===== config.mk =====
export PLATFORM = sky130hd
export DESIGN_NAME = memory_access_ctrl
export DESIGN_NICKNAME = d
export VERILOG_FILES = /design/src/rtl/memory_access_ctrl.sv
export SDC_FILE = /design/constraint.sdc
export NUM_CORES = 1
export LEC_CHECK = 0
export ABC_AREA = 1
export BUFFER_PORTS_ARGS = -buffer_cell sky130_fd_sc_hd__buf_2
export CORE_AREA = 8 8 106 108
export CTS_CLUSTER_SIZE = 24
export DETAILED_ROUTE_END_ITERATION = 8
export DIE_AREA = 0 0 114 116
export GPL_TIMING_DRIVEN = 0
export PLACE_DENSITY = 0.84
export SLEW_MARGIN = 10
export SYNTH_ARGS = -nofsm -noshare
export SYNTH_HDL_FRONTEND = slang
export SYNTH_SLANG_ARGS = --single-unit

===== constraint.sdc =====
create_clock -name clk -period 1.4 [get_ports clk]
set_input_delay 0.07 -clock clk [delete_from_list [all_inputs] [get_ports clk]]
set_output_delay 0.07 -clock clk [all_outputs]
set_load 0.02 [all_outputs]

===== src/rtl/memory_access_ctrl.sv =====
// Memory-stage LDR/STR access controller: held req/ack bus cycle, wrong-path squash, load writeback.
// Optional bus timeout with bus_err pulse when MEM_TIMEOUT_EN is defined.
module memory_access_ctrl #(
  parameter int ADDR_W         = 32,
  parameter int DATA_W         = 32,
  parameter int TIMEOUT_CYCLES = 15
) (
  input  logic              clk,
  input  logic              rst_n,
  input  logic              valid_in,
  input  logic              is_load,
  input  logic              is_store,
  input  logic              branch_tag_in,
  input  logic              branch_ref,
  input  logic [ADDR_W-1:0] addr_in,
  input  logic [DATA_W-1:0] wdata_in,
  input  logic [3:0]        rd_in,
  output logic              ready_out,
  output logic              stall,
  output logic              mem_req,
  output logic              mem_we,
  output logic [ADDR_W-1:0] mem_addr,
  output logic [DATA_W-1:0] mem_wdata,
  input  logic              mem_ack,
  input  logic [DATA_W-1:0] mem_rdata,
  output logic              wb_valid,
  output logic [3:0]        wb_rd,
  output logic [DATA_W-1:0] wb_data,
  output logic              bus_err
);

  localparam int CW = $clog2(TIMEOUT_CYCLES + 1);

  typedef enum logic [1:0] {
    IDLE = 2'd0,
    REQ  = 2'd1,
    WB   = 2'd2
  } state_e;

  state_e            state_q, state_d;
  logic [CW-1:0]     cnt_q, cnt_d;
  logic [ADDR_W-1:0] addr_q, addr_d;
  logic [DATA_W-1:0] wdata_q, wdata_d;
  logic              we_q, we_d;
  logic [3:0]        rd_q, rd_d;
  logic [3:0]        wb_rd_q, wb_rd_d;
  logic [DATA_W-1:0] wb_data_q, wb_data_d;
  logic              bus_err_q, bus_err_d;
  logic              accept;
  logic              on_path;
  logic              cnt_unused;

  assign accept  = valid_in && (state_q == IDLE);
  assign on_path = (branch_tag_in == branch_ref);

  always_comb begin
    state_d   = state_q;
    cnt_d     = cnt_q;
    addr_d    = addr_q;
    wdata_d   = wdata_q;
    we_d      = we_q;
    rd_d      = rd_q;
    wb_rd_d   = wb_rd_q;
    wb_data_d = wb_data_q;
    bus_err_d = 1'b0;
    unique case (state_q)
      IDLE: begin
        if (accept && on_path && (is_load || is_store)) begin
          addr_d  = addr_in;
          wdata_d = wdata_in;
          rd_d    = rd_in;
          we_d    = is_store;
          cnt_d   = '0;
          state_d = REQ;
        end
      end
      REQ: begin
        if (mem_ack) begin
          if (we_q) begin
            state_d = IDLE;
          end else begin
            wb_data_d = mem_rdata;
            wb_rd_d   = rd_q;
            state_d   = WB;
          end
        end else begin
          if (cnt_q != '1) cnt_d = cnt_q + 1'b1;
`ifdef MEM_TIMEOUT_EN
          if (cnt_q == CW'(TIMEOUT_CYCLES)) begin
            bus_err_d = 1'b1;
            state_d   = IDLE;
          end
`endif
        end
      end
      WB: state_d = IDLE;
      default: state_d = IDLE;
    endcase
  end

  always_ff @(posedge clk or negedge rst_n) begin
    if (!rst_n) begin
      state_q   <= IDLE;
      cnt_q     <= '0;
      addr_q    <= '0;
      wdata_q   <= '0;
      we_q      <= 1'b0;
      rd_q      <= '0;
      wb_rd_q   <= '0;
      wb_data_q <= '0;
      bus_err_q <= 1'b0;
    end else begin
      state_q   <= state_d;
      cnt_q     <= cnt_d;
      addr_q    <= addr_d;
      wdata_q   <= wdata_d;
      we_q      <= we_d;
      rd_q      <= rd_d;
      wb_rd_q   <= wb_rd_d;
      wb_data_q <= wb_data_d;
      bus_err_q <= bus_err_d;
    end
  end

  // Request and writeback strobes decode straight from state so reset drops them at once
  assign ready_out = (state_q == IDLE);
  assign stall     = valid_in && !ready_out;
  assign mem_req   = (state_q == REQ);
  assign mem_we    = we_q;
  assign mem_addr  = addr_q;
  assign mem_wdata = wdata_q;
  assign wb_valid  = (state_q == WB);
  assign wb_rd     = wb_rd_q;
  assign wb_data   = wb_data_q;

`ifdef MEM_TIMEOUT_EN
  assign bus_err    = bus_err_q;
  assign cnt_unused = 1'b0;
`else
  assign bus_err    = 1'b0;
  assign cnt_unused = ^{cnt_q, bus_err_q};
`endif

endmodule


==> results of run 1 <==
-- cells in the final DEF (no fill, tap or decap) --
cell type      count
nor2_1             4
buf_6             15
nand3_1           53
buf_2            215
nor2_4             2
clkinvlp_4         1
buf_12             1
inv_6              1
dfrtp_1          107
clkbuf_4           1
nand3_4            1
inv_2              1
a21oi_4            1
inv_1              4
dlygate4sd3_1    103
bufinv_16          3
nand2_8            3
nand3_2           16
diode_2            2
clkbuf_16          3
buf_4              8
clkbuf_2           1
clkbuf_8          10
buf_8              9
conb_1             1
nand2_1          175
nand2_2           54
buf_16             3
o21ai_2            1
nand2_4           19
clkbuf_1           7
-- synthesized netlist by cell type --
master and number:
inv_1 4, nand2_1 249, clkbuf_1 7, nand3_2 1, a21oi_4 1, nor2_1 4
inv_2 2, nor2_4 1, o21ai_0 1, conb_1 1, buf_2 15, buf_4 5
dfrtp_1 107, nand3_1 69, buf_6 1, nor2_2 1
-- metal layers --
layer / GRT usage / routed length, um / vias up
met1: 0.2793 / 6700 / 2348
met3: 0.07660 / 1823 / 51
li1: - / - / 2165
met5: 0 / 0 / -
met4: 0.1171 / 560 / 0
met2: 0.4748 / 9636 / 320
-- repair_timing --
| action | in CTS | in global routing |
|---|---|---|
| endpoints found under the setup margin | 88 | 100 |
| pin swaps | 2 | 26 |
| hold endpoints to repair | 150 | 0 |
| cloned | 9 | 4 |
| hold buffers | 103 | 0 |
| buffers inserted | 7 | 3 |
| resized for setup | 59 | 113 |
-- worst max-delay path, cell delays in order (launching register included) --
cell and delay [ns]:
dfrtp_1 0.41, nor2_4 0.16, nand2_2 0.10, nor2_4 0.12, buf_12 0.17, buf_8 0.13, buf_6 0.12, nand3_1 0.09
nand2_2 0.10
-- final cells by class --
type / instances / share of cell area
plain buffers: 27 / 0.03154
flip-flops and latches: 107 / 0.3534
inverters: 6 / 0.003633
clock inverters: 4 / 0.01288
diodes: 2 / 0.0006605
repair buffers: 337 / 0.3222
well taps: 133 / 0.02196
clock buffers: 12 / 0.01915
multi-input cells: 330 / 0.2346
-- path summary, 6_finish.rpt --
kind                                     startpoint                         to  slack (ns)  cells after the start
min in group clk                         branch_ref     state_q[0]$_DFFE_PN0P_        0.36                      5
hold / removal                                rst_n   mem_addr[15]$_DFFE_PN0P_        0.20                      2
setup reg to reg             state_q[1]$_DFFE_PN0P_  mem_wdata[16]$_DFFE_PN0P_       -0.06                      8
setup / recovery             state_q[1]$_DFFE_PN0P_  mem_wdata[16]$_DFFE_PN0P_       -0.06                      8
hold reg to reg            mem_addr[11]$_DFFE_PN0P_   mem_addr[11]$_DFFE_PN0P_        0.48                      2
max in group asynchronous                     rst_n   mem_addr[28]$_DFFE_PN0P_        0.56                      3
-- logic make-up after synthesis --
| family | synth area share |
|---|---|
| and+or+nand+nor | 0.3151 |
| other | 0.0008933 |
| buffers and inverters | 0.04113 |
| DFF | 0.6379 |
| AOI/OAI and AO/OA | 0.005067 |
-- per-stage QoR --
step	hold slack (ns)	setup slack [ns]	area [um2]
after floorplan	-0.2256	0.07503	4203
after global placement	0.2652	-0.8394	5430
after detailed placement	0.03972	-0.2966	5464
after CTS	0.2222	-0.07407	7079
after global routing	0.2329	-0.1454	7575
final	0.1964	-0.06056	7577
-- power by group --
part / switching, mW / leakage, nW / internal, mW
clock: 1.02 / 0.117 / 1.24
sequential: 0.838 / 1.34 / 4.21
combinational: 3.44 / 2.64 / 2.05
total: 5.30 / 4.10 / 7.50
-- sequential cells by signal, summed over array words and instances, names as in the netlist --
| signal | count |
|---|---|
| mem_addr | 32 |
| mem_we | 1 |
| wb_data | 32 |
| wb_rd | 4 |
| mem_wdata | 32 |
| state_q | 2 |
| rd_q | 4 |
==> results by group, run 1 <==
Power and ir drop
  • Leakage: 4.097 nW
  • Pwr dens: 1689 mW/mm2
  • Worst VDD drop: 0.0008492 V
  • Overall Power: approximately 13 mW

Global routing
  • First-pass GRT wire length: 26.83 mm
  • Vias in the first global route: 5,076
  • Antenna violations before repair: 1
  • GRT overflow: 0
  • GRT Total Usage: 0.2628
  • Largest net degree at the start of global routing: 60

CTS
  • TritonCTS clock tree: yes
  • Clock sink total: 107
  • H-tree Lvls: 3
  • Root Buffer: clkbuf_8
  • Clk slew on worst S/H paths: approximately 0.09 ns
  • TritonCTS Buffers: 9
  • CTS max path bufs: 2
  • Worst-skew pair later-pin latency: 0.36 ns

Timing
  • Final hold vios: 0
  • Fmax: 0.6847 GHz
  • RSZ-0062 raised after global routing: yes
  • Clock skew: approximately 0.0082 ns
  • Worst-case headroom to the max-slew limit: 0.5565
  • Minimum clock period: 1.461 ns
  • Final slew viol count: 0
  • Sum Neg Setup Slack: -2.306 ns
  • Slew @ Worst Pin: 0.6638 ns
  • Setup violators final: 69
  • Setup ws final: -0.06056 ns
  • Period utilization: 1.043

Yosys
  • Cells after Synth: 469
  • Synth Register Bits: 107
  • Mean Syn Cell Area: 8.950 um2
  • Post-synth net total: roughly 580
  • Area leader, netlist: dfrtp_1
  • Synth top area share: 0.6379
  • Mapped Area: 0.004198 mm2
  • Synth cell types: 16
  • Largest cells by area after synthesis: dfrtp_1 64%, nand2_1 22%, nand3_1 8.2%
  • Seq/Total Area, Yosys: 0.6379
  • Warnings from Yosys: 0

Place
  • Gpl congestion: 0.9143
  • Hpwl dp: ~10 mm
  • PortBufs: between 200 and 250
  • Placed Cells: 815

Final layout
  • Reg area: 0.002678 mm2
  • Post-layout util: 0.7935
  • Finished Layout Cells: 958
  • Synth-to-layout area growth: 80.51%
  • Nets: 926
  • Layout cells sized above 1: 0.4484
  • Multi-input gate area: roughly 0.0018 mm2
  • Fillers: 546

Critical path
  • CP Class: reg2reg
  • CP arrival: roughly 1.8 ns
  • CP Capture Type: register
  • Crit start category: register
  • Worst path required time: 1.70 ns
  • Crit-path max FO: 6

Flow run
  • Max-Cap Viols: 0

Floorplan
  • Die height: roughly 120 um
  • DIE AREA: 0.01322 mm2
  • Initial core utilization: 0.4396
  • Row cnt: 36
  • Io pins: 214
  • Core area: around 0.0095 mm2
  • Die width: 114 um

Drt
  • DRT iter0 DRCs: ~460
  • Final ANT Viol Nets: 0
  • WL/cell: 19.54 um
  • DR pass1 iterations: 5
  • Via count: approximately 5,000
  • Vias/cell: 5.098
  • Final WL: between 15 and 20 mm
  • DR DRC count: 0

Run status
  • Status: finished with violations
  • Failing checks: setup timing

Min path
  • Hold Crit Class: in2async
(Power assumes the default switching activity.)
==> run 2, diff against run 1 <==
--- a/config.mk
+++ b/config.mk
@@ -5,12 +5,11 @@
 export SDC_FILE = /design/constraint.sdc
 export NUM_CORES = 1
 export LEC_CHECK = 0
-export ABC_AREA = 1
 export BUFFER_PORTS_ARGS = -buffer_cell sky130_fd_sc_hd__buf_2
-export CORE_AREA = 8 8 106 108
+export CORE_AREA = 8 8 105 107
 export CTS_CLUSTER_SIZE = 24
 export DETAILED_ROUTE_END_ITERATION = 8
-export DIE_AREA = 0 0 114 116
+export DIE_AREA = 0 0 113 115
 export GPL_TIMING_DRIVEN = 0
 export PLACE_DENSITY = 0.84
 export SLEW_MARGIN = 10
==> results by group, run 2 <==
Final layout
  • Layout cells sized above 1: 0.6167
  • Fillers: 552
  • Nets: 677
  • Finished layout cell area: 0.007083 mm2
  • Synth-to-layout area growth: 72.28%
  • Commonest non-fill, non-tap cell in the layout: buf_2
  • Most frequent cells in the layout: 209 x buf_2, 107 x dfrtp_1, 105 x mux2_4, 102 x dlygate4sd3_1, 11 x clkbuf_8

Yosys
  • Post-synthesis mux area share: 0.2958
  • Most instantiated library cell after synthesis: dfrtp_1
  • Area leader, netlist: dfrtp_1
  • FFs w/ async S/R, synth: 1.000
  • Largest cells by area after synthesis: dfrtp_1 65%, mux2_2 26%, mux2_4 3.3%
  • Post-synth EDFFs: 0
  • Synth Register Bits: approximately 110
  • Cells after Synth: 235
  • Largest family of logic cells by synthesized area: multiplexers
  • Synth top area share: 0.6512
  • Predominant post-synthesis flop cell: dfrtp_1
  • Mean Syn Cell Area: 17.50 um2
  • Synth Area in Simple Gates: 0.01400
  • Post-synth net total: between 300 and 400
  • Compound-Gate Fraction of Synth Area: 0.003043
  • Synth cell types: 15
  • Synth Area in Adders: 0
  • XOR/XNOR Fraction of Synth Area: 0.002130
  • Seq/Total Area, Yosys: 0.6512
  • Mapped Area: about 0.0041 mm2
  • Warnings from Yosys: 0
  • Synth cell count leaders: 107 x dfrtp_1, 96 x mux2_2, 11 x buf_6

Global routing
  • Vias in the first global route: 3,898
  • GRT Total Usage: 0.2056
  • Largest net degree at the start of global routing: 62
  • Antenna violations before repair: 1
  • GRT overflow: 0
  • First-pass GRT wire length: roughly 21 mm

Floorplan
  • Die width: 113 um
  • DIE AREA: approximately 0.013 mm2
  • Core area: 0.009459 mm2
  • Die height: approximately 120 um
  • Initial core utilization: 0.4347
  • Io pins: 214
  • Row cnt: 36

Power and ir drop
  • Pwr dens: 1797 mW/mm2
  • Worst VDD drop: 0.001079 V
  • Leakage: 3.579 nW

Timing
  • Clock skew: 0.005098 ns
  • Setup violators final: 106
  • RSZ-0062 raised after global routing: yes
  • Period utilization: 1.149
  • Final slew viol count: 0
  • Slew @ Worst Pin: 0.6106 ns
  • Fmax: 0.6217 GHz
  • Final hold vios: 0
  • Minimum clock period: 1.609 ns
  • Sum Neg Setup Slack: -17.63 ns
  • Worst-case headroom to the max-slew limit: 0.5929
  • Setup ws final: -0.2086 ns

CTS
  • Clock sink total: 107
  • Root Buffer: clkbuf_8
  • Worst-skew pair later-pin latency: 0.35 ns
  • TritonCTS Buffers: 9
  • H-tree Lvls: 3
  • TritonCTS clock tree: yes
  • Clk slew on worst S/H paths: 0.09 ns
  • CTS max path bufs: 2

Critical path
  • CP Capture Type: register
  • R2R Setup Slk: -0.21 ns
  • Worst Reg-to-Reg Cells: 5
  • Worst path required time: 1.64 ns
  • CP arrival: ~1.9 ns
  • Worst R2R End: wb_data[11]$_DFFE_PN0P_
  • Crit-path max FO: 10
  • CP startpoint: state_q[1]$_DFFE_PN0P_
  • Crit path to: wb_data[11]$_DFFE_PN0P_
  • Reg2reg start: state_q[1]$_DFFE_PN0P_
  • Crit start category: register
  • CP Class: reg2reg

Place
  • PortBufs: 212
  • Gpl congestion: 0.7483
  • Hpwl dp: 8.274 mm
  • Pre-CTS setup slack: -0.5614 ns
  • Post-Place Cell Area: 0.005624 mm2

Drt
  • Final WL: 13.53 mm
  • Final ANT Viol Nets: 0
  • DR pass1 iterations: 4
  • WL/cell: 19.57 um
  • Via count: 3,275
  • DRT iter0 DRCs: 88
  • Vias/cell: 4.740
  • DR DRC count: 0

Min path
  • Hold Crit Class: in2reg

Run status
  • Status: finished with violations
  • Failing checks: setup timing

Flow run
  • Max-Cap Viols: 0
[run 2: final cells by class]
cell class / instances / area (um2) / area share
Antenna cell: 3 / 7.507 / 0.001060
Sequential cell: 107 / 2678 / 0.3780
Clock buffer: 14 / 162.7 / 0.02296
Buffer: 11 / 198.9 / 0.02809
Clock inverter: 2 / 10.01 / 0.001413
Tap cell: 114 / 142.6 / 0.02014
Multi-Input combinational cell: 115 / 1660 / 0.2344
Timing Repair Buffer: 324 / 2220 / 0.3134
Inverter: 1 / 3.754 / 0.0005299
[run 2: metal layers]
layer  GRT usage  routed length, um
met3     0.05725                800
met2      0.3794               7181
met1      0.2055               5091
met4      0.1146                452
met5           0                  0
[run 2: cell families (layout without fill, tap and decap cells)]
family          count (synthesis)  in the layout
flops                         107            107
mux                           105            105
buf+inv                        13            352
simple gates                    6              6
compound gates                  2              2
other cells                     1              4
xor+xnor                        1              1
[run 2: through the flow]
stage / total power [mW] / utilization / hold slack (ns) / instances
2_1_floorplan: 8.491 / - / -0.2256 / 235
3_3_place_gp: 10.25 / 0.5914 / 0.2995 / 561
4_1_cts: 12.59 / 0.7389 / 0.001260 / 688
5_1_grt: 13.32 / 0.7483 / 0.02718 / 689
3_5_place_dp: 10.46 / 0.5946 / 0.1165 / 562
6_report: 12.73 / 0.7488 / 0.02916 / 691
[run 2: worst min path at each step]
stage / startpoint / end / cells after the start
6_report: mem_ack / state_q[0]$_DFFE_PN0P_ / 3
5_1_grt: mem_ack / state_q[0]$_DFFE_PN0P_ / 3
4_1_cts: mem_ack / state_q[0]$_DFFE_PN0P_ / 3
3_5_place_dp: rst_n / mem_addr[21]$_DFFE_PN0P_ / 1
3_3_place_gp: addr_in[13] / mem_addr[13]$_DFFE_PN0P_ / 2
2_1_floorplan: rst_n / mem_addr[0]$_DFFE_PN0P_ / 0
[run 2: repair_timing]
item | CTS | global route
hold buffers | 102 | 0
hold endpoints to repair | 147 | 0
resized for setup | 27 | 22
setup endpoints to repair | 106 | 109
buffers inserted | 8 | 0
cloned | 1 | 0
pin swaps | 1 | 1
[run 2: critical path, stage by stage (launching register included)]
cell and delay (ns):
dfrtp_1 0.43, and2b_2 0.23, nor3b_2 0.18, buf_6 0.18, buf_12 0.16, mux2_4 0.31
[run 2: where the power goes]
group | internal, mW | total, mW | leakage, nW | switching [mW]
combinational | 2.98 | 5.94 | 2.22 | 2.96
clock | 0.743 | 1.69 | 0.0905 | 0.949
sequential | 4.34 | 5.10 | 1.27 | 0.753
==> run 3, diff against run 2 <==
--- a/config.mk
+++ b/config.mk
@@ -11,7 +11,7 @@
 export DETAILED_ROUTE_END_ITERATION = 8
 export DIE_AREA = 0 0 113 115
 export GPL_TIMING_DRIVEN = 0
-export PLACE_DENSITY = 0.84
+export PLACE_DENSITY = 0.78
 export SLEW_MARGIN = 10
 export SYNTH_ARGS = -nofsm -noshare
 export SYNTH_HDL_FRONTEND = slang
==> results by group, run 3 (synthesized netlist as in run 2, its figures left out) <==
Floorplan
  • Initial core utilization: 0.4347
  • Die height: 115 um
  • Core area: 0.009459 mm2
  • Die width: around 110 um
  • Io pins: 214
  • Row cnt: 36
  • DIE AREA: between 0.01 and 0.015 mm2

Critical path
  • CP arrival: around 1.9 ns
  • Crit path largest cell delay: 0.41 ns
  • Worst Reg-to-Reg Cells: 5
  • Worst path slowest cell: dfrtp_1
  • Worst path required time: between 1.5 and 2 ns
  • R2R Setup Slk: -0.21 ns
  • Critical path buffers and inverters: 2
  • Reg2reg start: state_q[1]$_DFFE_PN0P_
  • Crit start category: register
  • CP Class: reg2reg
  • CP Capture Type: register
  • Largest delay share family, worst path: flip-flops
  • Worst R2R End: wb_rd[3]$_DFFE_PN0P_
  • Crit-path cells: and2b_2, nor3b_4, buf_6, buf_4, mux2_2
  • Crit-path max FO: 9

CTS
  • CTS max path bufs: 2
  • TritonCTS Buffers: 9
  • Root Buffer: clkbuf_8
  • Worst-skew pair later-pin latency: 0.36 ns
  • TritonCTS clock tree: yes
  • Clock sink total: ~110
  • Clk slew on worst S/H paths: ~0.10 ns
  • H-tree Lvls: 3

Timing
  • Setup violators final: ~110
  • Slew @ Worst Pin: 0.5661 ns
  • Setup ws final: -0.2117 ns
  • Final hold vios: 0
  • Final slew viol count: 0
  • Worst-case headroom to the max-slew limit: 0.6226
  • Minimum clock period: 1.612 ns
  • Clock skew: 0.01790 ns
  • RSZ-0062 raised after global routing: yes
  • Period utilization: 1.151
  • Fmax: 0.6205 GHz

Power and ir drop
  • Comb power frac: 0.467
  • Switching pwr: roughly 4.8 mW
  • Worst VDD drop: 0.0009599 V
  • Switching part of the total: 0.3739
  • P_int: 8.054 mW
  • Overall Power: 12.86 mW
  • Reg power frac: 0.397
  • Clock share of power: 0.136
  • Leakage: 3.625 nW
  • Pwr dens: roughly 1800 mW/mm2

Place
  • Placed Cells: 562
  • Hpwl dp: roughly 8.4 mm
  • Gpl congestion: between 0.7 and 0.8
  • Pre-CTS setup slack: -0.5686 ns
  • PortBufs: ~210

Global routing
  • Vias in the first global route: 3,886
  • First-pass GRT wire length: between 20 and 25 mm
  • GRT Total Usage: 0.2081
  • GRT overflow: 0
  • Antenna violations before repair: 1
  • Largest net degree at the start of global routing: 66

Flow run
  • Max-Cap Viols: 0

Min path
  • Worst hold path stage count: 3
  • Hold Crit Class: in2reg
  • WHS Endpoint: state_q[0]$_DFFE_PN0P_
  • Hold_sp: mem_ack

Drt
  • Via count: 3,310
  • DR pass1 iterations: 4
  • Final ANT Viol Nets: 0
  • DRT iter0 DRCs: 128
  • DR DRC count: 0
  • WL/cell: 19.99 um
  • Final WL: 13.92 mm
  • Vias/cell: ~4.8

Final layout
  • Nets: about 680
  • Most frequent cells in the layout: 208 x buf_2, 106 x dfrtp_1, 102 x dlygate4sd3_1, 101 x mux2_4
  • Layout cells sized above 1: 0.6259
  • Post-layout util: 0.7624
  • Fillers: roughly 560
  • Synth-to-layout area growth: 75.41%
  • Finished Layout Cells: between 600 and 700
  • Commonest non-fill, non-tap cell in the layout: buf_2

Run status
  • Status: finished with violations
  • Failing checks: setup timing
## run 3: cell type report
type	instances	area, um2	area share
inverter	1	3.754	0.0005205
timing repair buffer	329	2332	0.3234
clock buffer	11	141.4	0.01960
tap	114	142.6	0.01978
multi-input combinational	115	1652	0.2290
sequential	107	2679	0.3714
antenna	2	5.005	0.0006940
clock inverter	5	37.54	0.005205
buffer	12	219.0	0.03036
## run 3: worst register-to-register path, cell delays in order, from the launching register on
cell	delay, ns
dfrtp_1	0.41
and2b_2	0.23
nor3b_4	0.17
buf_6	0.21
buf_4	0.15
mux2_2	0.33
## run 3: worst max path at each step
stage                                 startpoint                   endpoint  slack, ns  depth (start not counted)
final                     state_q[1]$_DFFE_PN0P_       wb_rd[3]$_DFFE_PN0P_      -0.21                          5
after global routing      state_q[0]$_DFFE_PN0P_    mem_addr[6]$_DFFE_PN0P_      -0.29                          4
after CTS                 state_q[1]$_DFFE_PN0P_    wb_data[12]$_DFFE_PN0P_      -0.21                          5
after detailed placement  state_q[0]$_DFFE_PN0P_        rd_q[3]$_DFFE_PN0P_      -0.57                          3
after global placement                     rst_n  mem_wdata[24]$_DFFE_PN0P_      -0.82                          1
after floorplan           state_q[1]$_DFFE_PN0P_    wb_data[10]$_DFFE_PN0P_      -0.23                          5
## run 3: power groups by stage
stage                     Combinational, mW  Clock, mW  Sequential, mW
after floorplan                        1.95          0            6.55
after global placement                 5.29          0            4.99
after detailed placement               5.39          0            5.06
after CTS                              5.83       1.78            5.05
after global routing                   6.31       1.91            5.27
final                                  6.01       1.75            5.11
## run 3: per-stage QoR
stage | setup TNS (ns) | hold slack (ns) | instance area (um2)
3_3_place_gp | -130.17 | 0.3004 | 5594
6_report | -17.12 | 0.04590 | 7212
4_1_cts | -17.07 | 0.03078 | 7053
2_1_floorplan | -21.24 | -0.2256 | 4390
5_1_grt | -26.94 | 0.04632 | 7209
3_5_place_dp | -43.51 | 0.09360 | 5624
## run 3: repair_timing
action / CTS / global route
hold buffers: 102 / 0
gates cloned: 2 / 3
gates resized for setup: 31 / 19
pin swaps: 1 / 1
endpoints found under the hold margin: 143 / 0
buffers inserted: 7 / 3
endpoints found under the setup margin: 106 / 109
## run 3: per-layer routing
metal  wire length, um  track usage  part of all wire  vias to the layer above
met1              5162       0.2277              0.37                     1649
met5                 0            0                 0                        -
met2              7443       0.3742              0.53                      140
li1                  -            -                 -                     1497
met4               353      0.08437             0.025                        0
met3               956      0.05830             0.069                       24
